### config.mk
export PLATFORM = sky130hd
export DESIGN_NAME = program_load_sequencer
export DESIGN_NICKNAME = d
export VERILOG_FILES = /design/src/rtl/program_load_sequencer.sv
export SDC_FILE = /design/constraint.sdc
export NUM_CORES = 1
export LEC_CHECK = 0
export CAP_MARGIN = 10
export CELL_PAD_IN_SITES_DETAIL_PLACEMENT = 0
export CELL_PAD_IN_SITES_GLOBAL_PLACEMENT = 1
export CORE_MARGIN = 4
export CORE_UTILIZATION = 39
export CTS_CLUSTER_SIZE = 25
export DETAILED_ROUTE_END_ITERATION = 7
export HOLD_SLACK_MARGIN = 0.02
export MAX_ROUTING_LAYER = met4
export PLACE_DENSITY = 0.83
export SLEW_MARGIN = 20
export SYNTH_ARGS = -nofsm -noshare
export SYNTH_HDL_FRONTEND = slang
export SYNTH_SLANG_ARGS = --single-unit
### constraint.sdc
create_clock -name clk -period 5.5 [get_ports clk]
set_clock_uncertainty 0.05 [all_clocks]
set_input_delay 1.1 -clock clk [delete_from_list [all_inputs] [get_ports clk]]
set_output_delay 1.1 -clock clk [all_outputs]
set_load 0.005 [all_outputs]
### src/rtl/program_load_sequencer.sv
// Boot-time program loader: takes a host word stream (N_I, N_D, instruction image,
// data image), writes it into the core memories one word per cycle, then runs the
// core under a watchdog until it signals completion.
module program_load_sequencer #(
    parameter int IMEM_DEPTH = 64,
    parameter int DMEM_DEPTH = 64,
    parameter int ADDR_W     = 6,
    parameter int WATCHDOG   = 1000
) (
    input  logic              clk,
    input  logic              reset,
    input  logic              go,
    input  logic              abort,
    input  logic [31:0]       host_data,
    input  logic              host_valid,
    output logic              host_ready,
    output logic [31:0]       new_instruction,
    output logic              add_into,
    output logic              load_we,
    output logic [ADDR_W-1:0] load_addr,
    output logic              start_signal,
    input  logic              end_signal,
    output logic              busy,
    output logic              done,
    output logic              error,
    output logic [1:0]        err_code,
    output logic [31:0]       run_cycles
);

    typedef enum logic [3:0] {
        IDLE,
        HDR_I,
        HDR_D,
        LOAD_I,
        LOAD_D,
        SETTLE,
        RUN,
        DONE,
        ERR
    } state_t;

    localparam logic [1:0] ERR_SIZE  = 2'd1;
    localparam logic [1:0] ERR_WDOG  = 2'd2;
    localparam logic [1:0] ERR_EMPTY = 2'd3;

    state_t      state_q, state_d;
    logic [1:0]  err_d;
    logic [31:0] n_i_q, n_d_q;
    logic [31:0] cnt_q;
    logic        accept;
    logic        last_i, last_d;
    logic        timeout;
    logic        add_into_d;

    assign accept  = host_valid && host_ready;
    assign last_i  = (cnt_q == n_i_q - 32'd1);
    assign last_d  = (cnt_q == n_d_q - 32'd1);
    // The current RUN cycle is the WATCHDOG-th one.
    assign timeout = (run_cycles >= 32'(WATCHDOG - 1));

    // State register.
    // NOTE: sequential state uses non-blocking assignments so every flop samples pre-edge values.
    always_ff @(posedge clk or posedge reset) begin
        if (reset) state_q <= IDLE;
        else       state_q <= state_d;
    end

    // Next-state logic; also selects the fault code when entering ERR.
    // NOTE: defaults are assigned first so no path leaves a variable unassigned (no latches).
    always_comb begin
        state_d = state_q;
        err_d   = 2'd0;
        if (abort) begin
            state_d = IDLE;
        end else begin
            unique case (state_q)
                IDLE, DONE, ERR: if (go) state_d = HDR_I;
                HDR_I: if (accept) begin
                    if (host_data == 32'd0) begin
                        state_d = ERR;
                        err_d   = ERR_EMPTY;
                    end else if (host_data > 32'(IMEM_DEPTH)) begin
                        state_d = ERR;
                        err_d   = ERR_SIZE;
                    end else begin
                        state_d = HDR_D;
                    end
                end
                HDR_D: if (accept) begin
                    if (host_data > 32'(DMEM_DEPTH)) begin
                        state_d = ERR;
                        err_d   = ERR_SIZE;
                    end else begin
                        state_d = LOAD_I;
                    end
                end
                LOAD_I: if (accept && last_i) state_d = (n_d_q == 32'd0) ? SETTLE : LOAD_D;
                LOAD_D: if (accept && last_d) state_d = SETTLE;
                SETTLE: state_d = RUN;
                RUN: begin
                    // end_signal wins over a coincident watchdog expiry.
                    if (end_signal) begin
                        state_d = DONE;
                    end else if (timeout) begin
                        state_d = ERR;
                        err_d   = ERR_WDOG;
                    end
                end
                default: state_d = IDLE;
            endcase
        end
    end

    // State-decoded outputs and the next value of the registered memory select.
    always_comb begin
        host_ready   = 1'b0;
        start_signal = 1'b0;
        busy         = 1'b0;
        done         = 1'b0;
        error        = 1'b0;
        unique case (state_q)
            HDR_I, HDR_D, LOAD_I, LOAD_D: begin
                host_ready = !abort;
                busy       = 1'b1;
            end
            SETTLE: busy = 1'b1;
            RUN: begin
                start_signal = 1'b1;
                busy         = 1'b1;
            end
            DONE:    done  = 1'b1;
            ERR:     error = 1'b1;
            default: ;
        endcase
        // add_into travels with its write, so the last instruction write keeps 0
        // even though the FSM has already moved past LOAD_I.
        if (state_q == LOAD_I && accept)
            add_into_d = 1'b0;
        else
            add_into_d = (state_d inside {LOAD_D, SETTLE, RUN, DONE, ERR});
    end

    // Header latches, image index, registered write port, fault code and run counter.
    // NOTE: every datapath register is reset, since outputs must read 0 straight out of reset.
    always_ff @(posedge clk or posedge reset) begin
        if (reset) begin
            n_i_q           <= '0;
            n_d_q           <= '0;
            cnt_q           <= '0;
            load_we         <= 1'b0;
            new_instruction <= '0;
            load_addr       <= '0;
            add_into        <= 1'b0;
            err_code        <= '0;
            run_cycles      <= '0;
        end else if (abort) begin
            n_i_q           <= '0;
            n_d_q           <= '0;
            cnt_q           <= '0;
            load_we         <= 1'b0;
            new_instruction <= '0;
            load_addr       <= '0;
            add_into        <= 1'b0;
            err_code        <= '0;
            run_cycles      <= '0;
        end else begin
            load_we  <= 1'b0;
            add_into <= add_into_d;
            unique case (state_q)
                IDLE, DONE, ERR: if (go) begin
                    err_code   <= '0;
                    run_cycles <= '0;
                    cnt_q      <= '0;
                end
                HDR_I: if (accept) n_i_q <= host_data;
                HDR_D: if (accept) begin
                    n_d_q <= host_data;
                    cnt_q <= '0;
                end
                LOAD_I, LOAD_D: if (accept) begin
                    load_we         <= 1'b1;
                    new_instruction <= host_data;
                    load_addr       <= cnt_q[ADDR_W-1:0];
                    // The data image indexes from 0 again.
                    cnt_q           <= (state_q == LOAD_I && last_i) ? 32'd0 : cnt_q + 32'd1;
                end
                RUN: if (run_cycles != 32'hFFFF_FFFF) run_cycles <= run_cycles + 32'd1;
                default: ;
            endcase
            if (state_d == ERR && state_q != ERR) err_code <= err_d;
        end
    end

endmodule

---- After elaboration in Yosys (flattened, before gate mapping) ----
Index checks and enable logic that the tools add are counted.
word-level totals
  flip-flop bits (word level) ............. 174
  output and inout port bits .............. 79
  logic and storage cells ................. 119
cells by class
  add/subtract/negate cells ............... 4
  magnitude comparators ................... 2
  eq/ne operators ......................... 21
  muxes and demuxes ....................... 53
  reductions and logical operators ........ 29
operator list
  kind                     number
  $mux W32                 14
  $pmux W32 S3             1
  $add A32 B1 Y32 const B  2
  $eq A32 B32 Y1           2
  $logic_not A32 Y1        2
  $pmux W32 S2             1
  $sub A32 B1 Y32 const B  2
  $mux W4                  11
  $eq A4 B3 Y1 const B     8
  $ge A32 B10 Y1 const B   1
  $gt A32 B7 Y1 const B    1
  $ne A32 B32 Y1 const B   1
  $pmux W4 S7              1
  $mux W6                  3
  $mux W2                  8
  $mux W1                  13
  $ne A3 B3 Y1 const B     4
  $reduce_bool A3 Y1       3
  $eq A4 B2 Y1 const B     2
  $eq A4 B4 Y1 const B     2
  $reduce_and A2 Y1        4
  $reduce_bool A2 Y1       4
  $logic_and A1 B1 Y1      6
  $pmux W2 S3              1
  12 further kinds         12

---- Logic depth before layout (Yosys ltp) ----
Gate-level depths: netlist (run 1).
  depth after elaboration ................. 12
  mapped depth ............................ 12
  depth with buffers taken out ............ 10

---- Least setup slack after synthesis (run 1) ----
OpenSTA, ideal clock, no wires.
  path type ............................... reg-to-reg
  from .................................... register n_i_q[4]
  to ...................................... register cnt_q[1]
  library setup time ...................... 0.122 ns
  arrival ................................. 3.432 ns
  required time ........................... 5.328 ns
  setup slack ............................. 1.897 ns
  cell stages (with the launch flop) ...... 11
  path buffers ............................ 2
  clock period less this slack ............ 3.603 ns
  path through ............................ dfrtp_1 -> or3_1 -> buf_2 -> nor4_1 -> nor3b_1 -> mux2_2 -> or4_1 -> or4_4 -> or2_1 -> buf_2 -> a32o_1
on the way
  word-level cells in the longest chain between the ends .. 7
ends and longest elaborated chain
  item                      line  text
  start: declaration        48    logic [31:0] n_i_q, n_d_q;
  start signal: assignment  175   HDR_I: if (accept) n_i_q <= host_data;
  $sub A32 B1 Y32           56    assign last_i = (cnt_q == n_i_q - 32'd1);
  $eq A32 B32 Y1            56
  $logic_and A1 B1 Y1       185   cnt_q <= (state_q == LOAD_I && last_i) ? 32'd0 : cnt_q + 32'd1;
  $mux W32                  185
  $mux W32                  180   LOAD_I, LOAD_D: if (accept) begin
  $pmux W32 S3              169   unique case (state_q)
  $mux W32                  156   end else if (abort) begin
  end signal: assignment    185
  end: declaration          49    logic [31:0] cnt_q;
Every way passes these cells. The select of a mux whose other input is x is not followed.
A chain may end at the register's enable or synchronous reset.

---- Worst setup path after layout (run 1) ----
  from .................................... register n_i_q[0]
  to ...................................... register cnt_q[10]
The elaborated chain is that of the path after synthesis.

==> impl_metrics.toml, run 1 <==
[synth]
synth-edff-count = 0
synth.area.top_cells = "dfrtp_1 40%, nand2_1 11%, a21oi_1 5.3%"
synthFlopType = "dfrtp_1"
yosys.area.top_type_share = 0.397
syn-cell-area_sq_mm = 0.0110
synth_fp_nets = 1429
synth_cell_types = 73
synth_warnings = 0
avgSynthCellArea_sq_um = 7.91
synth_top_area_cell = "dfrtp_1"
ys_seq_area_frac = 0.397
synthArstFlopShare = 1.00
postSynthCellCount = 1387
synth_seq_cells = 174

[final_layout]
num_antenna_cells = 0
layout-drive-gt1-share = 0.0492
syn2layout_area_growth_pct = 17.7
final_area_sq_mm = 0.0129
fin_nets = 1473
fin_util = 0.465
layout.cells.non_filler = 1822

[setup_path]
reg2reg_slack_ps = 1370
worstPathRequired_ps = 5770
slowest_delay_ps = 670
crit_path_max_fanout = 29
cp.buffers_inverters = 1
worstPathArrival_ps = 4400
regToRegStartpoint = "n_i_q[0]"
crit_path_top_delay_cell = "or4b_2"
crit_cells = 10
path_class = "flip-flop to flip-flop"
path_delay_family = "simple AND/OR/NAND/NOR gates"
crit_start = "n_i_q[0]"
r2r_cells = 10
crit_path_end_kind = "flip-flop"
crit_chain = "inv_1, ha_1, or4b_2, nor4_2, nand3_1, nor4_1, o32ai_1, or4_4, or2_1, a32o_1"
start_kind = "flip-flop"
r2r-end = "cnt_q[10]"
endpoint = "cnt_q[10]"

[global_route]
grt_pass1_wl_um = 55500
grt_overflow_total = 0
grt_usage = 0.230
first_global_vias = 9721
antenna_found_initial = 0
grt_max_degree = 102

[clock_tree]
cts-root-buf = "clkbuf_16"
cts_tree = "built"
clk_latency_ps = 440
path_clk_slew_ps = 80
post_cts_buffers = 0
numCtsBuffers = 17
clockBufferDepth = 2
cts.sinks = 174
htree_levels = 4
cts_hold_buf = 0
post_cts_resized = 0

[detailed_routing]
route.detailed.drc = 0
wl_met3_um = 2040
wl_per_cell_um = 19.0
via_count = 10400
wl_met1_um = 17100
dr.pass1.iters = 5
routed_wirelength_um = 34700
met2_length_um = 14700
ant_nets = 0
dr.first_iter.drc_count = 1056
vias_per_cell = 5.70
routed.top_layer = "met4"

[sta]
whs_ps = 469
rsz0062_at_grt = "false"
slew_headroom = 0.254
setup_viol = 0
drv_slew = 0
finalCriticalPeriod_ps = 4130
fin_ws_ps = 1370
hold_viol = 0
worst_slew_pin_slew_ps = 1120
tns_ps = 0
fin_crit_sh = 0.751
fmax_mhz = 242

[worst_hold_path]
worst_hold_path_type = "flip-flop to flip-flop"

[power]
power_density_mw_per_mm2 = 213
ir_drop_uv = 190
total_power_mw = 2.75
p_leak_nw = 5.25

[place]
gp_congestion = 0.937
place_area_sq_mm = 0.0123
pre_cts_ws_ps = 1420
dp_hpwl_um = 25100
numPortBuffers = 116
placed_cells = 1790

[floorplan]
fp-row-count = 61
io-pin-count = 117
initial_core_util = 0.395
fp.coreArea_sq_mm = 0.0278
die_h_um = 176
dieWidth_um = 176
die_area_sq_mm = 0.0309

[flow_run]
maxCapViolations = 0

[run_status]
status = "finished, final reports clean"
[tightest hold or removal path: stages, from the launching register on]
cell,delay [ps]
dfrtp_1,350
nand3b_1,70
o21ai_0,70
[area by class of cell]
class / instances / area (sq um)
Fill cell: 2806 / 14900
Multi-Input combinational cell: 1089 / 6150
Sequential cell: 174 / 4350
Timing Repair Buffer: 131 / 1280
Tap cell: 378 / 473
Clock buffer: 18 / 429
Clock inverter: 14 / 146
Inverter: 18 / 71.3
[per-layer routing]
| metal | global-route usage | vias to the layer above |
|---|---|---|
| met4 | 0.0640 | 0 |
| met2 | 0.321 | 307 |
| met5 | - | - |
| met3 | 0.0334 | 39 |
| met1 | 0.348 | 5107 |
| li1 | - | 4937 |
[placed cells by master (no fill, tap or decap), types with 8 or more instances in the layout]
cell             instances
nand2_1                311
dfrtp_1                174
a21oi_1                116
clkdlybuf4s50_1        115
nor2_1                 100
xnor2_1                 59
xor2_1                  49
nor4_1                  44
nor3_1                  44
nand3_1                 40
o21ai_0                 40
and2_1                  26
nand4_1                 24
or3_1                   23
o221ai_1                19
or4_1                   18
clkbuf_16               17
inv_1                   16
buf_4                   15
nand2b_1                13
o211ai_1                12
and3_1                  12
and4_1                   9
or2_2                    9
mux2i_1                  8
[power breakdown]
| part | switching [mW] | internal (mW) | leakage [nW] |
|---|---|---|---|
| combinational | 0.148 | 0.0846 | 2.54 |
| clock | 0.613 | 0.607 | 0.279 |
| sequential | 0.0135 | 1.28 | 2.43 |
[worst min path at each step]
| stage | start | cells after the start | endpoint | slack, ps |
|---|---|---|---|---|
| final | load_addr[2] | 2 | load_addr[2] | 470 |
| after CTS | load_addr[2] | 2 | load_addr[2] | 480 |
| after detailed placement | load_addr[2] | 2 | load_addr[2] | 460 |
| after global placement | load_addr[2] | 2 | load_addr[2] | 440 |
| after global routing | new_instruction[8] | 2 | new_instruction[8] | 500 |
| after floorplan | load_addr[2] | 2 | load_addr[2] | 450 |
[synth_stat cells, types with 7 or more instances]
| cell | n |
|---|---|
| or2_2 | 9 |
| inv_1 | 18 |
| mux2i_1 | 8 |
| nor2b_1 | 7 |
| nor4_1 | 44 |
| a211oi_1 | 8 |
| o211ai_1 | 12 |
| o21ai_0 | 40 |
| and2_1 | 26 |
| o221ai_1 | 19 |
| or3_1 | 23 |
| a21oi_1 | 116 |
| dfrtp_1 | 174 |
| and3_1 | 12 |
| clkbuf_1 | 97 |
| nand2_1 | 311 |
| nand4_1 | 24 |
| xnor2_1 | 59 |
| nor2_1 | 102 |
| nor3_1 | 44 |
| or4_1 | 18 |
| nand2b_1 | 13 |
| xor2_1 | 49 |
| nand3_1 | 40 |
| and4_1 | 9 |
[cell families after synthesis]
family	Yosys count	synth area share
and+or+nand+nor	711	0.313
buffers and inverters	124	0.0438
muxes	9	0.00832
DFF	174	0.397
xor gates and xnor gates	108	0.0862
adders and majority gates	4	0.00456
AOI/OAI and AO/OA	257	0.148
[registers in the layout, summed over array words and instances (netlist names)]
name	count
add_into	1
cnt_q	32
err_code	2
load_addr	6
load_we	1
n_d_q	32
n_i_q	32
new_instruction	32
run_cycles	32
state_q	4
No activity file was read; power rests on OpenSTA's default activity.
==> run 2, diff against run 1 <==
CORE_UTILIZATION = 43   (was 39)
PLACE_DENSITY = 0.86   (was 0.83)
clock period = 3.8 ns   (was 5.5 ns; I/O delays follow)
==> impl_metrics.toml, run 2 (same netlist as run 1, synthesis figures left out) <==
[floorplan]
initial_core_util = 0.437
fp.coreArea_sq_mm = 0.0251
dieWidth_um = 168
die_h_um = 168
io-pin-count = 117
die_area_sq_mm = 0.0281
fp-row-count = 58

[setup_path]
path_class = "flip-flop to flip-flop"
crit_path_end_kind = "flip-flop"
crit_path_max_fanout = 6
slowest_delay_ps = 600
start_kind = "flip-flop"
crit_chain = "or4_1, nor4_2, nor3b_2, mux2_2, or4_1, or4_4, or2_1, a32o_1"
crit_path_top_delay_cell = "or4_4"
cp_common_cell = "or4_1"
worstPathRequired_ps = 4070
r2r_cells = 8
worstPathArrival_ps = 3910

[final_layout]
layout-drive-gt1-share = 0.0887
fin_util = 0.532
layout_common_cells = "311 x nand2_1, 174 x dfrtp_1, 116 x a21oi_1"
final_common_cell = "nand2_1"
fillCellCount = 2445
num_antenna_cells = 0
fin_nets = 1529
syn2layout_area_growth_pct = 21.8

[flow_run]
maxCapViolations = 0

[detailed_routing]
ant_nets = 0
wl_per_cell_um = 19.5
dr.first_iter.drc_count = 1031
routed_wirelength_um = 35600
vias_per_cell = 5.81
via_count = 10600
dr.pass1.iters = 5
route.detailed.drc = 0

[clock_tree]
post_cts_resized = 0
cts_tree = "built"
cts.sinks = 174
clk_latency_ps = 450
post_cts_buffers = 0
clockBufferDepth = 2
numCtsBuffers = 17
htree_levels = 4
path_clk_slew_ps = 70
cts-root-buf = "clkbuf_16"
cts_hold_buf = 0

[global_route]
antenna_found_initial = 0
grt_usage = 0.258
first_global_vias = 10000
grt_overflow_total = 0
grt_max_degree = 87
grt_pass1_wl_um = 56900

[sta]
drv_slew = 0
slew_headroom = 0.364
worst_slew_pin_slew_ps = 954
finalCriticalPeriod_ps = 3640
rsz0062_at_grt = "false"
tns_ps = 0
hold_viol = 0
setup_viol = 0
fmax_mhz = 274
fin_crit_sh = 0.959

[worst_hold_path]
worst_hold_path_type = "flip-flop to flip-flop"
min_path_cells = 2

[run_status]
status = "finished, final reports clean"

[power]
ir_drop_uv = 241
power_density_mw_per_mm2 = 304
p_leak_nw = 5.55

[place]
dp_hpwl_um = 26000
numPortBuffers = 116
gp_congestion = 0.964
==> run 2: cell types whose count changed in the layout (fill, tap and decap cells not counted), moves of 2 or more <==
cell,before,now
buf_4,15,68
nor4_2,1,3
nor4_1,44,42
clkinv_8,2,5
buf_12,1,4
==> run 2: critical path: cells and delay by family (launching register included) <==
| family | cells | cell delay, ps |
|---|---|---|
| compound gates | 1 | 280 |
| flops | 1 | 370 |
| mux | 1 | 350 |
| simple gates | 6 | 2470 |
==> run 2: report_power, final <==
group	leakage, nW	switching (mW)	internal [mW]
registers	2.43	0.0113	1.86
logic	2.83	0.235	0.146
clock network	0.291	0.917	0.891
==> run 2: final cells by class <==
| cell class | instances | area (sq um) | share of cell area |
|---|---|---|---|
| sequential | 174 | 4350 | 0.326 |
| clock inverter | 14 | 170 | 0.0127 |
| multi-input combinational | 1089 | 6180 | 0.463 |
| inverter | 18 | 71.3 | 0.00534 |
| timing repair buffer | 187 | 1740 | 0.130 |
| clock buffer | 18 | 429 | 0.0321 |
| tap | 330 | 413 | 0.0309 |
==> run 2: final timing paths <==
check / startpoint / end / slack (ps)
setup / recovery: n_i_q[9] / cnt_q[10] / 160
hold / removal: new_instruction[4] / new_instruction[4] / 470
setup reg to reg: n_i_q[9] / cnt_q[10] / 160
hold reg to reg: new_instruction[4] / new_instruction[4] / 470
max in group asynchronous: reset / load_addr[2] / 2070
min in group asynchronous: reset / run_cycles[27] / 720
==> run 2: per-stage QoR <==
step                power [mW]  instance area, sq um  setup slack [ps]  hold slack, ps  std cells
CTS                       4.08                 13300              37.9             475       1830
floorplan                 2.11                 11000               197             451       1387
global placement          2.28                 12700              97.4             445       1798
finish                    4.06                 13400               156             471       1830
detailed placement        2.28                 12700              60.6             464       1798
global route              4.19                 13400              4.73             500       1830
==> run 2: layer usage <==
metal / GRT usage / share of wire / up-vias
met5: - / 0 / -
met4: 0.0540 / 0.012 / 0
met3: 0.0456 / 0.068 / 35
met2: 0.360 / 0.43 / 365
met1: 0.394 / 0.49 / 5171
li1: - / - / 5068
